## config.mk

```make
export PLATFORM = sky130hd
export DESIGN_NAME = trace_frame_tx_flat
export DESIGN_NICKNAME = d
export VERILOG_FILES = /design/src/rtl/trace_pkg.sv /design/src/rtl/trace_frame_tx_if.sv /design/src/rtl/frame_byte_mux.sv /design/src/rtl/trace_frame_tx.sv /design/src/flat_wrapper.sv
export SDC_FILE = /design/constraint.sdc
export NUM_CORES = 1
export LEC_CHECK = 0
export BUFFER_PORTS_ARGS = -buffer_cell sky130_fd_sc_hd__buf_2
export CORE_MARGIN = 8
export CORE_UTILIZATION = 25
export DETAILED_ROUTE_END_ITERATION = 7
export GPL_ROUTABILITY_DRIVEN = 0
export PLACE_DENSITY = 0.52
export SLEW_MARGIN = 20
export SYNTH_ARGS = -nofsm -noshare
export SYNTH_HDL_FRONTEND = slang
export SYNTH_SLANG_ARGS = --single-unit
```

## constraint.sdc

```tcl
create_clock -name clk -period 6.96 [get_ports clk]
set_input_delay 1.392 -clock clk [delete_from_list [all_inputs] [get_ports clk]]
set_output_delay 1.392 -clock clk [all_outputs]
set_load 0.02 [all_outputs]
```

## src/rtl/trace_pkg.sv

```systemverilog
// trace_pkg: constants and types shared by the trace frame transmitter.
//   - Frame header bytes, default frame sizes, index/address widths.
//   - state_t: framer FSM state encoding. The checksum state exists only when
//     TRACE_FRAME_CHECKSUM_EN is defined.
package trace_pkg;

    localparam int unsigned DefNumSamples = 1024;
    localparam int unsigned DefPtBytes    = 8;
    localparam int unsigned DefKeyBytes   = 10;

    // Sample memory address width; NUM_SAMPLES must not exceed 2**SmpAw.
    localparam int unsigned SmpAw = 10;
    // Byte index width within the header/pt/key/ct phases.
    localparam int unsigned IdxW  = 8;

    localparam logic [7:0] HdrByte0 = 8'h5A;
    localparam logic [7:0] HdrByte1 = 8'hA5;

    typedef enum logic [3:0] {
        StIdle,
        StHdr,
        StPt,
        StKey,
        StCt,
        StSmpRd,
        StSmpWait,
        StSend,
        StWaitDone,
`ifdef TRACE_FRAME_CHECKSUM_EN
        StCksum,
`endif
        StFin
    } state_t;

endpackage

```

## src/rtl/trace_frame_tx_if.sv

```systemverilog
// trace_frame_tx_if: bundles the framer's sample-memory read port and its
// byte handshake with the UART transmitter.
//   smp_addr  : sample memory read address (framer -> memory)
//   smp_data  : read data, valid one cycle after smp_addr (memory -> framer)
//   tx_dv     : one-cycle byte strobe (framer -> UART)
//   tx_byte   : byte to transmit (framer -> UART)
//   tx_active : UART busy level (UART -> framer)
//   tx_done   : UART one-cycle byte-complete pulse (UART -> framer)
// Modports: master = framer side, slave = UART/memory side.
interface trace_frame_tx_if;
    import trace_pkg::*;

    logic [SmpAw-1:0] smp_addr;
    logic [7:0]       smp_data;
    logic             tx_dv;
    logic [7:0]       tx_byte;
    logic             tx_active;
    logic             tx_done;

    modport master (
        output smp_addr,
        input  smp_data,
        output tx_dv,
        output tx_byte,
        input  tx_active,
        input  tx_done
    );

    modport slave (
        input  smp_addr,
        output smp_data,
        input  tx_dv,
        input  tx_byte,
        output tx_active,
        output tx_done
    );

endinterface

```

## src/rtl/frame_byte_mux.sv

```systemverilog
// frame_byte_mux: combinational selection of the current pt/key/ct byte.
//   phase    : current framer state (StPt/StKey/StCt select a field)
//   idx      : byte index within the field, 0 = most significant byte
//   pt,ct    : captured plaintext/ciphertext
//   key      : captured key
//   sel_byte : selected byte, 0 for any other phase or out-of-range index
module frame_byte_mux
    import trace_pkg::*;
#(
    parameter int unsigned PT_BYTES  = DefPtBytes,
    parameter int unsigned KEY_BYTES = DefKeyBytes
) (
    input  state_t                  phase,
    input  logic [IdxW-1:0]         idx,
    input  logic [PT_BYTES*8-1:0]   pt,
    input  logic [PT_BYTES*8-1:0]   ct,
    input  logic [KEY_BYTES*8-1:0]  key,
    output logic [7:0]              sel_byte
);

    logic [PT_BYTES*8-1:0]  pt_sh;
    logic [PT_BYTES*8-1:0]  ct_sh;
    logic [KEY_BYTES*8-1:0] key_sh;

    // Shift the wanted byte down to bit 0; index 0 is the MSB byte.
    always_comb begin
        pt_sh  = pt  >> (8 * (PT_BYTES  - 1 - 32'(idx)));
        ct_sh  = ct  >> (8 * (PT_BYTES  - 1 - 32'(idx)));
        key_sh = key >> (8 * (KEY_BYTES - 1 - 32'(idx)));
        sel_byte = 8'h00;
        case (phase)
            StPt:    sel_byte = pt_sh[7:0];
            StKey:   sel_byte = key_sh[7:0];
            StCt:    sel_byte = ct_sh[7:0];
            default: sel_byte = 8'h00;
        endcase
    end

endmodule

```

## src/rtl/trace_frame_tx.sv

```systemverilog
// trace_frame_tx: sends one trace frame over a byte-wide UART on each start:
//   0x5A, 0xA5, pt (MSB first), key (MSB first), ct (MSB first),
//   samples 0..NUM_SAMPLES-1 from an external memory, optional checksum.
// Optional feature: define TRACE_FRAME_CHECKSUM_EN to append a byte equal to
// the mod-256 sum of every byte after the header.
// Ports:
//   clk, rst  : single clock, synchronous active-high reset
//   start     : one-cycle frame request, accepted only when idle
//   pt,ct,key : frame payload, captured when start is accepted
//   tx        : trace_frame_tx_if master (sample memory + UART handshake)
//   busy      : frame in progress
//   done      : one-cycle pulse when the frame is complete
module trace_frame_tx
    import trace_pkg::*;
#(
    parameter int unsigned NUM_SAMPLES = DefNumSamples,
    parameter int unsigned PT_BYTES    = DefPtBytes,
    parameter int unsigned KEY_BYTES   = DefKeyBytes
) (
    input  logic                   clk,
    input  logic                   rst,
    input  logic                   start,
    input  logic [PT_BYTES*8-1:0]  pt,
    input  logic [PT_BYTES*8-1:0]  ct,
    input  logic [KEY_BYTES*8-1:0] key,
    trace_frame_tx_if.master       tx,
    output logic                   busy,
    output logic                   done
);

    state_t                 state;
    state_t                 phase;      // which section the byte in flight belongs to
    logic [IdxW-1:0]        idx;
    logic [PT_BYTES*8-1:0]  pt_reg;
    logic [PT_BYTES*8-1:0]  ct_reg;
    logic [KEY_BYTES*8-1:0] key_reg;
    logic                   dv_reg;
    logic [7:0]             byte_reg;
    logic [SmpAw-1:0]       addr_reg;   // doubles as the sample index
    logic [7:0]             mux_byte;
`ifdef TRACE_FRAME_CHECKSUM_EN
    logic [7:0]             cksum;
`endif

    assign tx.tx_dv    = dv_reg;
    assign tx.tx_byte  = byte_reg;
    assign tx.smp_addr = addr_reg;

    frame_byte_mux #(
        .PT_BYTES  (PT_BYTES),
        .KEY_BYTES (KEY_BYTES)
    ) u_byte_mux (
        .phase    (state),
        .idx      (idx),
        .pt       (pt_reg),
        .ct       (ct_reg),
        .key      (key_reg),
        .sel_byte (mux_byte)
    );

    always_ff @(posedge clk) begin
        if (rst) begin
            state    <= StIdle;
            phase    <= StIdle;
            idx      <= '0;
            pt_reg   <= '0;
            ct_reg   <= '0;
            key_reg  <= '0;
            dv_reg   <= 1'b0;
            byte_reg <= 8'h00;
            addr_reg <= '0;
            busy     <= 1'b0;
            done     <= 1'b0;
`ifdef TRACE_FRAME_CHECKSUM_EN
            cksum    <= 8'h00;
`endif
        end else begin
            dv_reg <= 1'b0;
            done   <= 1'b0;
            case (state)
                StIdle: begin
                    if (start) begin
                        pt_reg   <= pt;
                        ct_reg   <= ct;
                        key_reg  <= key;
                        idx      <= '0;
                        addr_reg <= '0;
                        busy     <= 1'b1;
`ifdef TRACE_FRAME_CHECKSUM_EN
                        cksum    <= 8'h00;
`endif
                        state    <= StHdr;
                    end
                end
                StHdr: begin
                    byte_reg <= (idx == '0) ? HdrByte0 : HdrByte1;
                    phase    <= StHdr;
                    state    <= StSend;
                end
                StPt, StKey, StCt: begin
                    byte_reg <= mux_byte;
                    phase    <= state;
                    state    <= StSend;
                end
                StSmpRd: begin
                    phase <= StSmpRd;
                    state <= StSmpWait;
                end
                StSmpWait: begin
                    // Memory data for addr_reg is valid this cycle.
                    byte_reg <= tx.smp_data;
                    state    <= StSend;
                end
                StSend: begin
                    if (!tx.tx_active) begin
                        dv_reg <= 1'b1;
                        state  <= StWaitDone;
`ifdef TRACE_FRAME_CHECKSUM_EN
                        if (phase != StHdr && phase != StCksum) begin
                            cksum <= cksum + byte_reg;
                        end
`endif
                    end
                end
                StWaitDone: begin
                    if (tx.tx_done) begin
                        case (phase)
                            StHdr: begin
                                if (idx == IdxW'(1)) begin
                                    idx   <= '0;
                                    state <= StPt;
                                end else begin
                                    idx   <= idx + 1'b1;
                                    state <= StHdr;
                                end
                            end
                            StPt: begin
                                if (idx == IdxW'(PT_BYTES - 1)) begin
                                    idx   <= '0;
                                    state <= StKey;
                                end else begin
                                    idx   <= idx + 1'b1;
                                    state <= StPt;
                                end
                            end
                            StKey: begin
                                if (idx == IdxW'(KEY_BYTES - 1)) begin
                                    idx   <= '0;
                                    state <= StCt;
                                end else begin
                                    idx   <= idx + 1'b1;
                                    state <= StKey;
                                end
                            end
                            StCt: begin
                                if (idx == IdxW'(PT_BYTES - 1)) begin
                                    idx      <= '0;
                                    addr_reg <= '0;
                                    state    <= StSmpRd;
                                end else begin
                                    idx   <= idx + 1'b1;
                                    state <= StCt;
                                end
                            end
                            StSmpRd: begin
                                // Last sample: stop here, the address never wraps.
                                if (addr_reg == SmpAw'(NUM_SAMPLES - 1)) begin
`ifdef TRACE_FRAME_CHECKSUM_EN
                                    state <= StCksum;
`else
                                    done  <= 1'b1;
                                    state <= StFin;
`endif
                                end else begin
                                    addr_reg <= addr_reg + 1'b1;
                                    state    <= StSmpRd;
                                end
                            end
`ifdef TRACE_FRAME_CHECKSUM_EN
                            StCksum: begin
                                done  <= 1'b1;
                                state <= StFin;
                            end
`endif
                            default: state <= StIdle;
                        endcase
                    end
                end
`ifdef TRACE_FRAME_CHECKSUM_EN
                StCksum: begin
                    byte_reg <= cksum;
                    phase    <= StCksum;
                    state    <= StSend;
                end
`endif
                StFin: begin
                    busy  <= 1'b0;
                    state <= StIdle;
                end
                default: state <= StIdle;
            endcase
        end
    end

endmodule

```

## src/flat_wrapper.sv

```systemverilog
// flat-port wrapper written by rule: the top's interface ports become plain ports
module trace_frame_tx_flat import trace_pkg::*;
#(
    parameter int unsigned NUM_SAMPLES = DefNumSamples,
    parameter int unsigned PT_BYTES    = DefPtBytes,
    parameter int unsigned KEY_BYTES   = DefKeyBytes
)
  (clk, rst, start, pt, ct, key, busy, done, tx_smp_addr, tx_smp_data, tx_tx_dv, tx_tx_byte, tx_tx_active, tx_tx_done);
  trace_frame_tx_if tx_i ();
  input  logic clk;
  input  logic rst;
  input  logic start;
  input  logic [PT_BYTES*8-1:0] pt;
  input  logic [PT_BYTES*8-1:0] ct;
  input  logic [KEY_BYTES*8-1:0] key;
  output logic busy;
  output logic done;
  output wire logic [$bits(tx_i.smp_addr)-1:0] tx_smp_addr;
  input wire logic [$bits(tx_i.smp_data)-1:0] tx_smp_data;
  output wire logic [$bits(tx_i.tx_dv)-1:0] tx_tx_dv;
  output wire logic [$bits(tx_i.tx_byte)-1:0] tx_tx_byte;
  input wire logic [$bits(tx_i.tx_active)-1:0] tx_tx_active;
  input wire logic [$bits(tx_i.tx_done)-1:0] tx_tx_done;
  assign tx_smp_addr = tx_i.smp_addr;
  assign tx_i.smp_data = tx_smp_data;
  assign tx_tx_dv = tx_i.tx_dv;
  assign tx_tx_byte = tx_i.tx_byte;
  assign tx_i.tx_active = tx_tx_active;
  assign tx_i.tx_done = tx_tx_done;
  trace_frame_tx #(.NUM_SAMPLES(NUM_SAMPLES), .PT_BYTES(PT_BYTES), .KEY_BYTES(KEY_BYTES)) u_core (.clk(clk), .rst(rst), .start(start), .pt(pt), .ct(ct), .key(key), .tx(tx_i), .busy(busy), .done(done));
endmodule
```

# Word-level counts from Yosys, hierarchy flattened
# Index checks and enable logic that the tools add are counted.
# classes
n_addsub	4
eq_ne	25
shift	3
mux	31
bitwise_logic	4
n_reduce_logical	16
# op_table
op	count
$shr A64 B32 Y8	2
$shr A80 B32 Y8	1
$pmux W8 S3	3
$mux W8	6
$mux W10	4
$pmux W10 S2	2
$pmux W4 S5	2
$eq A4 B3 Y1 const B	6
$eq A4 B2 Y1 const B	4
$mux W4	4
$pmux W8 S2	1
$pmux W4 S3	1
$add A10 B1 Y10 const B	1
$eq A10 B10 Y1 const B	1
$sub A3 B8 Y9 const A	1
$sub A4 B8 Y9 const A	1
$add A8 B1 Y8 const B	1
$eq A4 B1 Y1 const B	2
$eq A4 B4 Y1 const B	2
$eq A8 B1 Y1 const B	1
$eq A8 B3 Y1 const B	1
$eq A8 B4 Y1 const B	1
$logic_not A8 Y1	1
$ne A2 B2 Y1 const B	3
19 further kinds	31
# word_totals
register_bits	245
inputBits	221
output_inout_bits	21
elab_cells	94

# Longest topological paths before layout
# Gate-level depths: netlist of the first run.
# logic_depth
ltp_word	5
ltp_mapped	10

# Hierarchy
# Synthesis of the first run repeated with hierarchy kept, for this count alone.
# unflattened
cells_unflattened	1463
area_unflattened_um2	11160.7
# by_module_without_submodules
module	n_inst	cells_per_inst	area_each_um2	seq_area_each_um2
trace_frame_tx	1	1167	9231.4	4904.7
frame_byte_mux	1	296	1929.4	0.0

# Worst setup path before layout of the first run
# OpenSTA, ideal clock, no wires.
# synth_timing
kind	reg2reg
start	reg u_core.idx[1]
end	reg u_core.byte_reg[2] (netlist: u_core.tx.tx_byte[2])
arrival_time_ps	2571
required_time_ps	6841
path_slack_ps	4270
stages_incl_launch_ff	11
path_buffers	3
synth_period_minus_slack_ps	2690
cell_sequence	dfxtp_1 -> buf_4 -> inv_2 -> ha_1 -> clkbuf_1 -> clkbuf_1 -> mux4_2 -> nand2_1 -> a21o_1 -> o2111ai_1 -> o221a_2
# synth_via
elab_chain_len	4
# synth_rtl
element	line	text
from (decl)	trace_frame_tx.sv:33	logic [IdxW-1:0] idx;
from (signal assigned)	trace_frame_tx.sv:133	idx <= idx + 1'b1;
from (signal assigned)	trace_frame_tx.sv:142	idx <= idx + 1'b1;
from (signal assigned)	trace_frame_tx.sv:151	idx <= idx + 1'b1;
$sub A4 B8 Y9 or $sub A3 B8 Y9 (tied branches)	frame_byte_mux.sv:29, frame_byte_mux.sv:27, frame_byte_mux.sv:28	
$shr A80 B32 Y8 (tied with other cells)	frame_byte_mux.sv:29	key_sh = key >> (8 * (KEY_BYTES - 1 - 32'(idx)));
$pmux W8 S3	frame_byte_mux.sv:31	case (phase)
$pmux W8 S3 *	trace_frame_tx.sv:80	case (state)
to (signal assigned)	trace_frame_tx.sv:96	byte_reg <= (idx == '0) ? HdrByte0 : HdrByte1;
to (signal assigned)	trace_frame_tx.sv:101	byte_reg <= mux_byte;
to (signal assigned)	trace_frame_tx.sv:111	byte_reg <= tx.smp_data;
to (decl)	trace_frame_tx.sv:38	logic [7:0] byte_reg;
# Mark *: on every way between the ends. The rest lies on a longest branch, timed or not.
# A chain may end at the register's enable or synchronous reset.

# Final worst setup path of the first run
# layout_timing
start	reg u_core.state[0]
end	reg u_core.key_reg[76]
# layout_via
elab_chain_len	2
# layout_rtl
element	line	text
from (decl)	trace_frame_tx.sv:31	state_t state;
from (signal assigned)	trace_frame_tx.sv:63	state <= StIdle;
from (signal assigned)	trace_frame_tx.sv:92	state <= StHdr;
from (signal assigned)	trace_frame_tx.sv:98	state <= StSend;
$logic_not A4 Y1	trace_frame_tx.sv:80	
$reduce_and A2 Y1 (no source line)	--	
to (signal assigned)	trace_frame_tx.sv:85	key_reg <= key;
to (decl)	trace_frame_tx.sv:36	logic [KEY_BYTES*8-1:0] key_reg;
# Every way passes these cells.

==> reports/qor.txt, run 1 <==
Status: finished, final reports clean
# DRC: 0
Maximum clock path buffer count: 3
Max FFs per register: 80
H-tree depth: 1
Int Power: 2.88 mW
Min Clock Period, post-route: 3.48 ns
Die footprint: 0.0514 mm2
Final Hold Viols: 0
Arr. time, crit path: 3.96 ns
Via/cell ratio: 4.77
Sw power: 1.40 mW
Clk slew on worst S/H paths: 0.06 ns
Area growth, synth to finish: 23.2%
Syn avg cell area: 8.01 um2
Share of total power in the clock network: 36.2%
Synthesized flop and latch total: 245
Worst-Margin Slew: 1.07 ns
Initial antenna violation count: 1
Die Wd: 227 um
CP Launch Type: register
Post-synth cell types: 70
Critical Path, Cell by Cell: nor2_1, and3_4, buf_4, nand2_1, a21oi_1
Post-synth EDFFs: 0
Post_cts resized: 0
Synth warn: 0
Mapped Cells: 1387
Pin count of the biggest net entering global routing: 101
Switching Fraction: 32.7%
Wire per inst: 18.6 um
Core Area: 0.0440 mm2
Flop pwr share: 40.4%
Clock latency on the worst-skew pair: 0.56 ns
Hold buffer count at CTS: 0
Final Skew: 0.0148 ns
Starting density of the core: 25.2%
Synth Flop Type: dfxtp_1
Cts bufs inserted: 30
Critical-path maximum fanout: 100
CP max stage cell: and3_4
Seq/Total Area, Yosys: 44.2%
DIE HEIGHT: 227 um
Core Rows: 77
Final #Nets: 1795
Main area contributors after synthesis: dfxtp_1, nand2_1, a21oi_1
Peak supply drop: 180 uV
Io pins: 242
RSZ-0062 raised after global routing: no
First-pass GRT wire length: 60900 um
TritonCTS clock tree: built
Design Area, Final: 0.0137 mm2
Post-synth top area share: 44.2%
Iteration-0 DRC Markers: 689
ANT cells: 0
TNS Setup: 0 ns
First drt pass iteration count: 5
Fraction of layout cells with a size suffix above 1: 22.2%
Routed wire length: 40500 um
Slew Limit Fails: 0
Total power: 4.27 mW
Max_slew headroom: 28.4%
Placed inst area: 0.0127 mm2
Combinational Power Share: 23.3%
Power density over the cells: 312 mW/mm2
Synth Cell Area: 0.0111 mm2
Final setup viols: 0
Vias in the first global route: 10400
Syn nets: 1617
DP Worst Slack: 3.21 ns
FMAX: 0.288 GHz
Fin util: 31.1%
Total GRT Usage: 15.2%
Via Count: 10400
Worst min path class: register to register
Max_cap viols: 0
Clock root buffer: clkbuf_16
Post-route antenna net violation count: 0
Post-CTS setup buffers: 0
Delay of the slowest critical-path stage: 0.98 ns
Congestion Overflow GR: 0
Post-DP HPWL: 29300 um
Post-synth ARST share: 0%
Endpoint class of the critical path: register
Number of clock sinks: 245
Crit share post-route: 50.0%
Leakage: 5.16 nW
I/O Buffers: 241
Fin worst setup slack: 3.48 ns
WP data required: 7.44 ns
Crit Path Class: register to register
Top cell type by total area after synthesis: dfxtp_1
==> metal layers <==
| layer | track usage [%] | share of wire [%] | up-vias |
|---|---|---|---|
| met3 | 4.06 | 7.7 | 51 |
| li1 | - | - | 5113 |
| met4 | 3.75 | 2.1 | 0 |
| met2 | 24.2 | 45 | 304 |
| met1 | 20.1 | 45 | 4921 |
| met5 | 0 | 0 | - |
==> final cells by class <==
class,instances,area [um2]
tap,592,741
clock inverter,11,121
clock buffer,42,857
sequential,245,4910
timing repair buffer,254,1310
fill,4752,30400
multi-input combinational,1023,5700
inverter,11,41.3
==> Yosys cell counts (all sizes together), types with 3 or more instances <==
master / count
a31oi: 5
o21bai: 4
nand2b: 8
inv: 11
a22oi: 5
a21o: 4
or3: 3
mux2i: 32
buf: 30
and3: 9
nor3: 14
xnor2: 5
o221ai: 8
and4: 3
o22ai: 13
nand2: 456
ha: 9
nand3: 16
and2: 6
clkbuf: 78
nand4: 4
nor4: 3
nor3b: 4
o21ai: 27
a21oi: 241
dfxtp: 245
mux4: 32
a211oi: 6
a21boi: 3
o32ai: 5
nor2: 61
==> power by group through the flow <==
stage               combinational [mW]  clock, mW  sequential (mW)
detailed placement                1.01          0             1.75
global placement                 0.993          0             1.75
global route                      1.12       1.65             1.75
finish                           0.997       1.55             1.73
CTS                               1.01       1.59             1.72
floorplan                        0.706          0             1.71
==> worst paths after layout <==
check / start / endpoint / slack (ns) / cells past startpoint
setup reg to reg: u_core.state[0]$_SDFFE_PP0P_ / u_core.key_reg[76]$_SDFFE_PP0P_ / 3.48 / 5
hold reg to reg: u_core.pt_reg[50]$_SDFFE_PP0P_ / u_core.pt_reg[50]$_SDFFE_PP0P_ / 0.45 / 2
hold / removal: u_core.pt_reg[50]$_SDFFE_PP0P_ / u_core.pt_reg[50]$_SDFFE_PP0P_ / 0.45 / 2
setup / recovery: u_core.state[0]$_SDFFE_PP0P_ / u_core.key_reg[76]$_SDFFE_PP0P_ / 3.48 / 5
==> worst max-delay path: cells and delay by family (launching register included) <==
kind                   cells  cell delay (ns)
and+or+nand+nor            3             1.73
DFF                        1             0.56
AOI/OAI and AO/OA          1             0.16
buffers and inverters      1             0.77
==> cells by family after synthesis <==
kind of cell,share of synthesized area [%]
compound gates,17.4
xor+xnor,0.473
fa+ha+maj,1.01
buf+inv,4.68
flops,44.2
mux,9.61
simple gates,22.6
==> per-stage QoR <==
step / hold slack (ns) / cells
after global routing: 0.468 / 2178
final: 0.451 / 2178
after detailed placement: 0.445 / 2125
after CTS: 0.453 / 2178
after global placement: 0.439 / 2125
after floorplan: 0.432 / 1387
==> cell usage in the layout (no fill, tap or decap), drive strengths merged, types with 3 or more instances in the layout <==
| master | Yosys | routed |
|---|---|---|
| and2 | 6 | 6 |
| a21oi | 241 | 241 |
| or3 | 3 | 3 |
| o32ai | 5 | 5 |
| and3 | 9 | 9 |
| nor3b | 4 | 4 |
| o21bai | 4 | 4 |
| nand2b | 8 | 8 |
| o221ai | 8 | 8 |
| xnor2 | 5 | 5 |
| a211oi | 6 | 6 |
| buf | 30 | 254 |
| ha | 9 | 9 |
| o22ai | 13 | 13 |
| nor2 | 61 | 61 |
| o21ai | 27 | 27 |
| a21o | 4 | 4 |
| nand2 | 456 | 456 |
| mux4 | 32 | 32 |
| clkinv | 0 | 6 |
| nor3 | 14 | 14 |
| a31oi | 5 | 5 |
| nand4 | 4 | 4 |
| nor4 | 3 | 3 |
| mux2i | 32 | 32 |
| clkbuf | 78 | 42 |
| a21boi | 3 | 3 |
| dfxtp | 245 | 245 |
| nand3 | 16 | 16 |
| inv | 11 | 12 |
| a22oi | 5 | 5 |
| and4 | 3 | 3 |
Note: power is estimated with default switching activity, not from simulation.
==> run 2: changes to the inputs <==
==> constraint.sdc (replaced) <==
create_clock -name clk -period 3.4 [get_ports clk]
set_input_delay 0.68 -clock clk [delete_from_list [all_inputs] [get_ports clk]]
set_output_delay 0.68 -clock clk [all_outputs]
set_load 0.02 [all_outputs]
==> run 2 against run 1 <==
  * Sequential share of layout area is 0.53 points lower
  * Fmax is 28% higher
  * Cell count is 0.37% higher
  * Flip-flop and latch count stayed put
  * Design area is 1.5% higher
==> reports/qor.txt, run 2 (synthesis results as in run 1) <==
TNS Setup: 0 ns (unchanged)
Crit Path Class: register to register
Number of clock sinks: 245 (unchanged)
Clock root buffer: clkbuf_16
Via Count: 10600 (+1.6%)
Placed inst area: 0.0128 mm2 (+0.69%)
Clk slew on worst S/H paths: 0.06 ns (about the same)
Routed wire length: 42100 um (+4.0%)
Slew Limit Fails: 0 (unchanged)
Die Wd: 227 um (unchanged)
Via/cell ratio: 4.83 (+1.2%)
Power density over the cells: 657 mW/mm2 (+110%)
Cts bufs inserted: 30 (unchanged)
RSZ-0062 raised after global routing: no
Congestion Overflow GR: 0 (unchanged)
Io pins: 242 (unchanged)
Commonest non-fill, non-tap cell in the layout: nand2_1
Peak supply drop: 349 uV (+95%)
Arr. time, crit path: 3.22 ns (-0.74 ns)
Post_cts resized: 0 (unchanged)
First-pass GRT wire length: 62500 um (+2.5%)
Worst-Margin Slew: 0.884 ns (-0.190 ns)
Post-CTS setup buffers: 0 (unchanged)
I/O Buffers: 241 (unchanged)
CP Launch Type: register
Die footprint: 0.0514 mm2 (unchanged)
Fin worst setup slack: 0.691 ns (-2.79 ns)
WP data required: 3.91 ns (-3.53 ns)
Max FFs per register: 80 (unchanged)
Max_slew headroom: 41.1% (+13 points)
Area growth, synth to finish: 25.0%
Maximum clock path buffer count: 3 (unchanged)
DIE HEIGHT: 227 um (unchanged)
Clock latency on the worst-skew pair: 0.57 ns (about the same)
Worst min path class: input port to register
Min Clock Period, post-route: 2.71 ns (-0.769 ns)
Starting density of the core: 25.2% (unchanged)
Leakage: 5.26 nW (+1.9%)
Pin count of the biggest net entering global routing: 129 (+28%)
Total power: 9.12 mW (+110%)
Initial antenna violation count: 2 (+1)
H-tree depth: 1 (unchanged)
Filler cells: 4733 (-0.40%)
Hold buffer count at CTS: 0 (unchanged)
Total GRT Usage: 15.7% (+0.50 points)
Critical-path maximum fanout: 24 (-76%)
TritonCTS clock tree: built
Final Skew: 0.00852 ns (-0.00629 ns)
Wire per inst: 19.3 um (+3.7%)
Design Area, Final: 0.0139 mm2 (+1.5%)
FMAX: 0.369 GHz (+28%)
Core Area: 0.0440 mm2 (unchanged)
DP Worst Slack: 0.700 ns (-2.51 ns)
First drt pass iteration count: 5 (unchanged)
Final setup viols: 0 (unchanged)
Final Hold Viols: 0 (unchanged)
Post-DP HPWL: 31300 um (+6.9%)
Fraction of layout cells with a size suffix above 1: 22.6% (+0.40 points)
Post-route antenna net violation count: 0 (unchanged)
Endpoint class of the critical path: register
Most frequent cells in the layout: nand2_1, dfxtp_1, a21oi_1
Final #Nets: 1800 (+0.28%)
Status: finished, final reports clean
Core Rows: 77 (unchanged)
Vias in the first global route: 10400 (-0.55%)
# DRC: 0 (unchanged)
Max_cap viols: 0 (unchanged)
Iteration-0 DRC Markers: 909 (+32%)
Crit share post-route: 79.7% (+30 points)
run 2: changes by cell type in the layout (fill, tap and decap cells not counted), sizes merged, moves of 2 or more:
cell,delta
buf,+5
bufinv,+3
clkbuf,+3
clkinv,-2
run 2: metrics by stage:
stage / utilization, % / std cells / hold WS [ns]
final: 31.5 / 2186 / 0.345
after global routing: 31.5 / 2185 / 0.345
after CTS: 31.5 / 2185 / 0.323
after detailed placement: 29.0 / 2130 / 0.444
after global placement: 29.0 / 2130 / 0.439
after floorplan: - / 1387 / 0.432
run 2: critical path, stage by stage (launching register included):
cell	delay [ns]
dfxtp_1	0.40
buf_4	0.24
or4b_4	0.76
mux2i_1	0.19
a221oi_1	0.30
o21ai_1	0.11
a21boi_0	0.37
o221a_2	0.26
run 2: layout make-up:
type                       count  area, um2  share of cell area [%]
antenna                        1       2.50                  0.0180
clock buffer                  45        908                    6.54
clock inverter                10        185                    1.33
inverter                      11       41.3                   0.297
multi-input combinational   1023       5700                    41.0
sequential                   245       4910                    35.4
tap                          592        741                    5.34
timing repair buffer         259       1400                    10.1
run 2: final timing paths:
path                                  start  cells past startpoint                           endpoint  slack, ns
max            u_core.state[3]$_SDFFE_PP0P_                      7  u_core.tx.tx_byte[2]$_SDFFE_PP0P_       0.69
min                            tx_tx_active                      2         u_core.tx.tx_dv$_SDFF_PP0_       0.35
max reg2reg    u_core.state[3]$_SDFFE_PP0P_                      7  u_core.tx.tx_byte[2]$_SDFFE_PP0P_       0.69
min reg2reg  u_core.ct_reg[61]$_SDFFE_PP0P_                      2     u_core.ct_reg[61]$_SDFFE_PP0P_       0.45
run 2: routing by layer:
metal | share of wire (%) | vias to the layer above | track usage [%] | routed length, um
met5 | 0.026 | - | 0 | 11
met4 | 2.7 | 2 | 4.52 | 1150
met3 | 7.6 | 71 | 3.88 | 3210
met2 | 43 | 322 | 23.8 | 18200
met1 | 46 | 5032 | 21.7 | 19500
li1 | - | 5124 | - | -
run 2: where the power goes:
part	switching [mW]	leakage, nW	internal (mW)
combinational	1.30	2.73	0.758
sequential	0.317	2.00	3.26
clock	1.28	0.533	2.21
